==> src/rtl/serial_subtractor_pkg.sv <==
// Shared definitions for the bit-serial subtractor: FSM state encoding,
// default operand width and the bit-counter width helper.
package serial_sub_defs;

    typedef enum logic [1:0] {
        IDLE = 2'd0,
        BUSY = 2'd1,
        DONE = 2'd2
    } state_t;

    localparam int DEF_WIDTH = 8;

    // Counter must index bit positions 0..w-1; never narrower than one bit.
    function automatic int cnt_width(input int w);
        return (w <= 2) ? 1 : $clog2(w);
    endfunction

    localparam int DEF_CNT_W = cnt_width(DEF_WIDTH);

endpackage

==> src/rtl/serial_subtractor_fs_cell.sv <==
// Single-bit full subtractor: diff = a ^ b ^ bin,
// bout = (~a & b) | (~(a ^ b) & bin). Purely combinational, gate level.
module fs_cell (
    output logic diff,
    output logic bout,
    input  logic a,
    input  logic b,
    input  logic bin
);

    logic axb;
    logic na;
    logic naxb;
    logic gen;
    logic prop;

    xor g_axb  (axb,  a,    b);
    xor g_diff (diff, axb,  bin);
    not g_na   (na,   a);
    not g_naxb (naxb, axb);
    and g_gen  (gen,  na,   b);
    and g_prop (prop, naxb, bin);
    or  g_bout (bout, gen,  prop);

endmodule

==> src/rtl/serial_subtractor.sv <==
// Bit-serial subtractor: diff = a - b - bin, computed LSB first through one
// full-subtractor cell and a borrow flip-flop, one bit per clock. Operands
// are accepted and results delivered over valid/ready handshakes.
module serial_subtractor
    import serial_sub_defs::*;
#(
    parameter int WIDTH = DEF_WIDTH
) (
    input  logic             clk,
    input  logic             rst_n,
    input  logic             in_valid,
    output logic             in_ready,
    input  logic [WIDTH-1:0] a,
    input  logic [WIDTH-1:0] b,
    input  logic             bin,
    output logic             out_valid,
    input  logic             out_ready,
    output logic [WIDTH-1:0] diff,
    output logic             borrow_out,
    output logic             overflow,
    output logic             zero
);

    localparam int               CNT_W = cnt_width(WIDTH);
    localparam logic [CNT_W-1:0] LAST  = CNT_W'(WIDTH - 1);

    state_t           state;
    logic [WIDTH-1:0] sh_a;
    logic [WIDTH-1:0] sh_b;
    // Upper WIDTH-1 result bits collected so far; the newest bit enters at
    // the MSB, so after WIDTH steps {d, sh_d} is the complete difference.
    logic [WIDTH-2:0] sh_d;
    logic             br;
    logic             sa;
    logic             sb;
    logic [CNT_W-1:0] cnt;

    logic             d;
    logic             bo;
    logic [WIDTH-1:0] res;

    fs_cell u_cell (
        .diff (d),
        .bout (bo),
        .a    (sh_a[0]),
        .b    (sh_b[0]),
        .bin  (br)
    );

    assign res       = {d, sh_d};
    assign in_ready  = (state == IDLE);
    assign out_valid = (state == DONE);

    // Handshake FSM, operand/result shifting, borrow FF and result flags.
    always_ff @(posedge clk or negedge rst_n) begin
        if (!rst_n) begin
            state      <= IDLE;
            sh_a       <= '0;
            sh_b       <= '0;
            sh_d       <= '0;
            br         <= 1'b0;
            sa         <= 1'b0;
            sb         <= 1'b0;
            cnt        <= '0;
            diff       <= '0;
            borrow_out <= 1'b0;
            overflow   <= 1'b0;
            zero       <= 1'b0;
        end else begin
            case (state)
                IDLE: begin
                    if (in_valid) begin
                        sh_a  <= a;
                        sh_b  <= b;
                        sh_d  <= '0;
                        br    <= bin;
                        sa    <= a[WIDTH-1];
                        sb    <= b[WIDTH-1];
                        cnt   <= '0;
                        state <= BUSY;
                    end
                end
                BUSY: begin
                    sh_d <= res[WIDTH-1:1];
                    sh_a <= sh_a >> 1;
                    sh_b <= sh_b >> 1;
                    br   <= bo;
                    cnt  <= cnt + 1'b1;
                    if (cnt == LAST) begin
                        diff       <= res;
                        borrow_out <= bo;
                        // Signed overflow: operand signs differ and the
                        // result sign disagrees with the minuend.
                        overflow   <= (sa != sb) && (d != sa);
                        zero       <= (res == '0);
                        state      <= DONE;
                    end
                end
                DONE: begin
                    if (out_ready) begin
                        state <= IDLE;
                    end
                end
                default: begin
                    state <= IDLE;
                end
            endcase
        end
    end

endmodule

==> config.mk <==
export PLATFORM = sky130hd
export DESIGN_NAME = serial_subtractor
export DESIGN_NICKNAME = d
export VERILOG_FILES = /design/src/rtl/serial_subtractor_pkg.sv /design/src/rtl/serial_subtractor_fs_cell.sv /design/src/rtl/serial_subtractor.sv
export SDC_FILE = /design/constraint.sdc
export NUM_CORES = 1
export LEC_CHECK = 0
export ABC_AREA = 1
export ABC_CLOCK_PERIOD_IN_PS = 2050
export CAP_MARGIN = 25
export CORE_UTILIZATION = 45
export DETAILED_ROUTE_END_ITERATION = 8
export PLACE_DENSITY_LB_ADDON = 0.25
export SLEW_MARGIN = 10
export SYNTH_ARGS = -nofsm -noshare
export SYNTH_HDL_FRONTEND = slang
export SYNTH_SLANG_ARGS = --single-unit
==> constraint.sdc <==
create_clock -name clk -period 2.05 [get_ports clk]
set_clock_uncertainty 0.2 [all_clocks]
set_input_delay 0.205 -clock clk [delete_from_list [all_inputs] [get_ports clk]]
set_output_delay 0.205 -clock clk [all_outputs]
set_load 0.01 [all_outputs]
==> flow_summary_export.csv <==
group,metric,value,unit
synth,yosys_warnings,0,
sta,worst_slew_pin_slew,0.4673,ns
grt,grt_pass1_wl,6410,um
sta,slew_headroom,0.6885,
cells_and_area,layout-drive-gt1-share,0.08791,
sta,timing.fmax,517.9,MHz
run_status,status,"finished, final reports clean",
setup_path,regToRegStartpoint,"state[1]",
setup_path,r2r_end,"sh_a[4]",
pwr,p_int,2.319,mW
pwr,pwr-share-seq,0.387,
grt,gr-total-overflow,0,
cts,clkSlewWorstSetupHoldPaths,0.08,ns
synth,synth_mux_area_frac,0,
floorplan,design.core.area,0.004058,mm^2
floorplan,die_height,67.31,um
synth,yosys.area_share.adder,0.03390,
routing,drt_iter0_markers,71,
synth,synthCells,233,
routing,viasPerCell,4.759,
sta,maxSlewViolCount,0,
min_path,min_path_type,"in2async",
synth,synth-compound-area-share,0.07171,
cts,cts_tree,"yes",
cells_and_area,final_common_cell,"nand2_1",
cts,cts_setup_buffers,0,
routing,drc,0,
routing,wire_per_inst,11.11,um
cells_and_area,final_cell_mix,"nand2_1 (130), dfrtp_1 (42), clkdlybuf4s50_1 (32), inv_1 (15), o21ai_0 (14)",
routing,wl,3590,um
setup_path,cp.required,1.64,ns
grt,grt_max_degree,24,
cts,cts_made_buffers,5,
sta,rsz0062_at_grt,"false",
setup_path,critPathMaxFanout,4,
pwr,power-per-cell-area,1477,mW/mm^2
cells_and_area,synthToLayoutAreaGrowth,28.23,%
setup_path,critPathKind,"reg2out",
setup_path,reg2reg_depth,7,
synth,syn_area,0.001919,mm^2
sta,setup_viol,0,
grt,grt_pass1_vias,1475,
sta,finalHoldViolCount,0,
synth,seq_area_frac_synth,0.5476,
placement,gp_congestion,0.7300,
pwr,switchingPower,1.316,mW
floorplan,dieArea,0.004531,mm^2
pwr,pwr-share-clk,0.218,
grt,grtUsageTotal,0.1973,
cells_and_area,antennaDiodeCount,0,
placement,io_buffer_count,33,
pwr,p_leak,1.267,nW
floorplan,rows,23,
setup_path,start_kind,"register",
cts,clock_latency,0.30,ns
pwr,p_comb_frac,0.394,
floorplan,die_w,67.31,um
synth,synth_seq_cells,42,
pwr,power,3.635,mW
routing,dr.pass1.iters,4,
synth,syn_area_per_cell,8.238,um^2
routing,vias,1537,
setup_path,crit_path_end_kind,"output port",
placement,hpwl,2573,um
synth,synth_nets,258,
pwr,swShare,0.3621,
synth,synth-xor-area-share,0,
cts,root_buffer,"clkbuf_8",
synth,synth_top_family_by_area,"simple AND/OR/NAND/NOR gates",
cts,cts.repair.resized,0,
cells_and_area,nets,297,
routing,ant_nets,0,
grt,antenna_found_initial,0,
pwr,ir_drop,0.6660,mV
cts,clockBufferDepth,2,
floorplan,start_util,0.4730,
cts,cts_max_level,2,
sta,setup-tns-final,0,ns
setup_path,cp.arrival,1.53,ns
cts,clkSinkCount,42,
sta,timing.final.crit_share,0.9418,
synth,ys_types,19,
flow_run,max-cap-violations,0,
floorplan,ios,34,
synth,synth-simple-area-share,0.2901,
sta,min_period,1.931,ns
setup_path,reg2reg_setup_slack,0.33,ns
metrics by stage:
step | instance area, um^2 | hold slack (ns) | worst slack, ns | util | cells
2_1_floorplan | 1919 | -0.2906 | 0.5443 | - | 233
3_3_place_gp | 2308 | -0.01206 | 0.3712 | 0.5689 | 314
3_5_place_dp | 2308 | -0.01374 | 0.3293 | 0.5689 | 314
4_1_cts | 2461 | 0.1921 | 0.08843 | 0.6065 | 323
5_1_grt | 2461 | 0.2397 | 0.03867 | 0.6065 | 323
6_report | 2461 | 0.1877 | 0.1193 | 0.6065 | 323
Yosys cell counts:
| cell type | count | area share |
|---|---|---|
| nand2_1 | 130 | 0.25 |
| dfrtp_1 | 42 | 0.55 |
| inv_1 | 15 | 0.029 |
| o21ai_0 | 14 | 0.037 |
| nor2_1 | 8 | 0.016 |
| o21ai_2 | 5 | 0.023 |
| buf_4 | 3 | 0.012 |
| buf_2 | 2 | 0.0052 |
| fa_1 | 2 | 0.021 |
| ha_1 | 2 | 0.013 |
| nand3_1 | 2 | 0.0052 |
| buf_6 | 1 | 0.0059 |
| clkbuf_2 | 1 | 0.0026 |
| inv_2 | 1 | 0.0020 |
| nand2_4 | 1 | 0.0059 |
| nor2_4 | 1 | 0.0059 |
| o21ai_4 | 1 | 0.0085 |
| o31ai_1 | 1 | 0.0039 |
| or2_2 | 1 | 0.0033 |
worst max-delay path by stage:
stage                end  startpoint  slack, ns  cells after the start
2_1_floorplan       zero     sh_b[0]       0.54                      7
3_3_place_gp     sh_a[4]    state[1]       0.37                      7
3_5_place_dp     sh_a[4]    state[1]       0.33                      7
4_1_cts        out_valid    state[1]       0.09                      3
5_1_grt        out_valid    state[1]       0.04                      3
6_report       out_valid    state[1]       0.12                      3
sequential cells by signal (all words and copies together), names as in the netlist, 2 cells and up:
| name | cells |
|---|---|
| cnt | 3 |
| sh_a | 8 |
| sh_d | 7 |
| diff | 8 |
| sh_b | 8 |
| state | 2 |
layout make-up:
type,count,area [um^2]
clock buffer,6,82.58
clock inverter,2,60.06
fill,390,1597
inverter,16,60.06
multi-input combinational,168,759.5
sequential,42,1051
tap,50,62.56
timing repair buffer,39,385.4
worst max-delay path, stage by stage (launching register included):
cell and delay (ns):
dfrtp_1 0.41, inv_1 0.13, nor2_1 0.14, clkdlybuf4s50_1 0.55
per-layer routing:
layer | global-route usage | vias up | part of all wire
met4 | 0.07181 | 0 | 0.016
met3 | 0.06588 | 5 | 0.045
met5 | 0 | - | 0
li1 | - | 781 | -
met1 | 0.2347 | 713 | 0.48
met2 | 0.3300 | 38 | 0.46
what timing repair did:
item,4_1_cts,5_1_grt
endpoints found under the hold margin,19,0
setup endpoints to repair,0,0
hold buffers,1,0
logic make-up (layout without fill, tap and decap cells):
family                   after synthesis  in the layout
adder cells (fa/ha/maj)                4              4
buffers and inverters                 23             63
AO/OA/AOI/OAI                         21             21
AND/OR/NAND/NOR                      143            143
flip-flops                            42             42
power by group through the flow:
stage / Sequential (mW) / Clock [mW] / Combinational, mW
final: 1.41 / 0.794 / 1.43
after global routing: 1.46 / 0.853 / 1.67
after CTS: 1.41 / 0.819 / 1.46
after detailed placement: 1.42 / 0 / 1.45
after global placement: 1.41 / 0 / 1.42
after floorplan: 1.42 / 0 / 0.958
No activity file was read; power rests on OpenSTA's default activity.
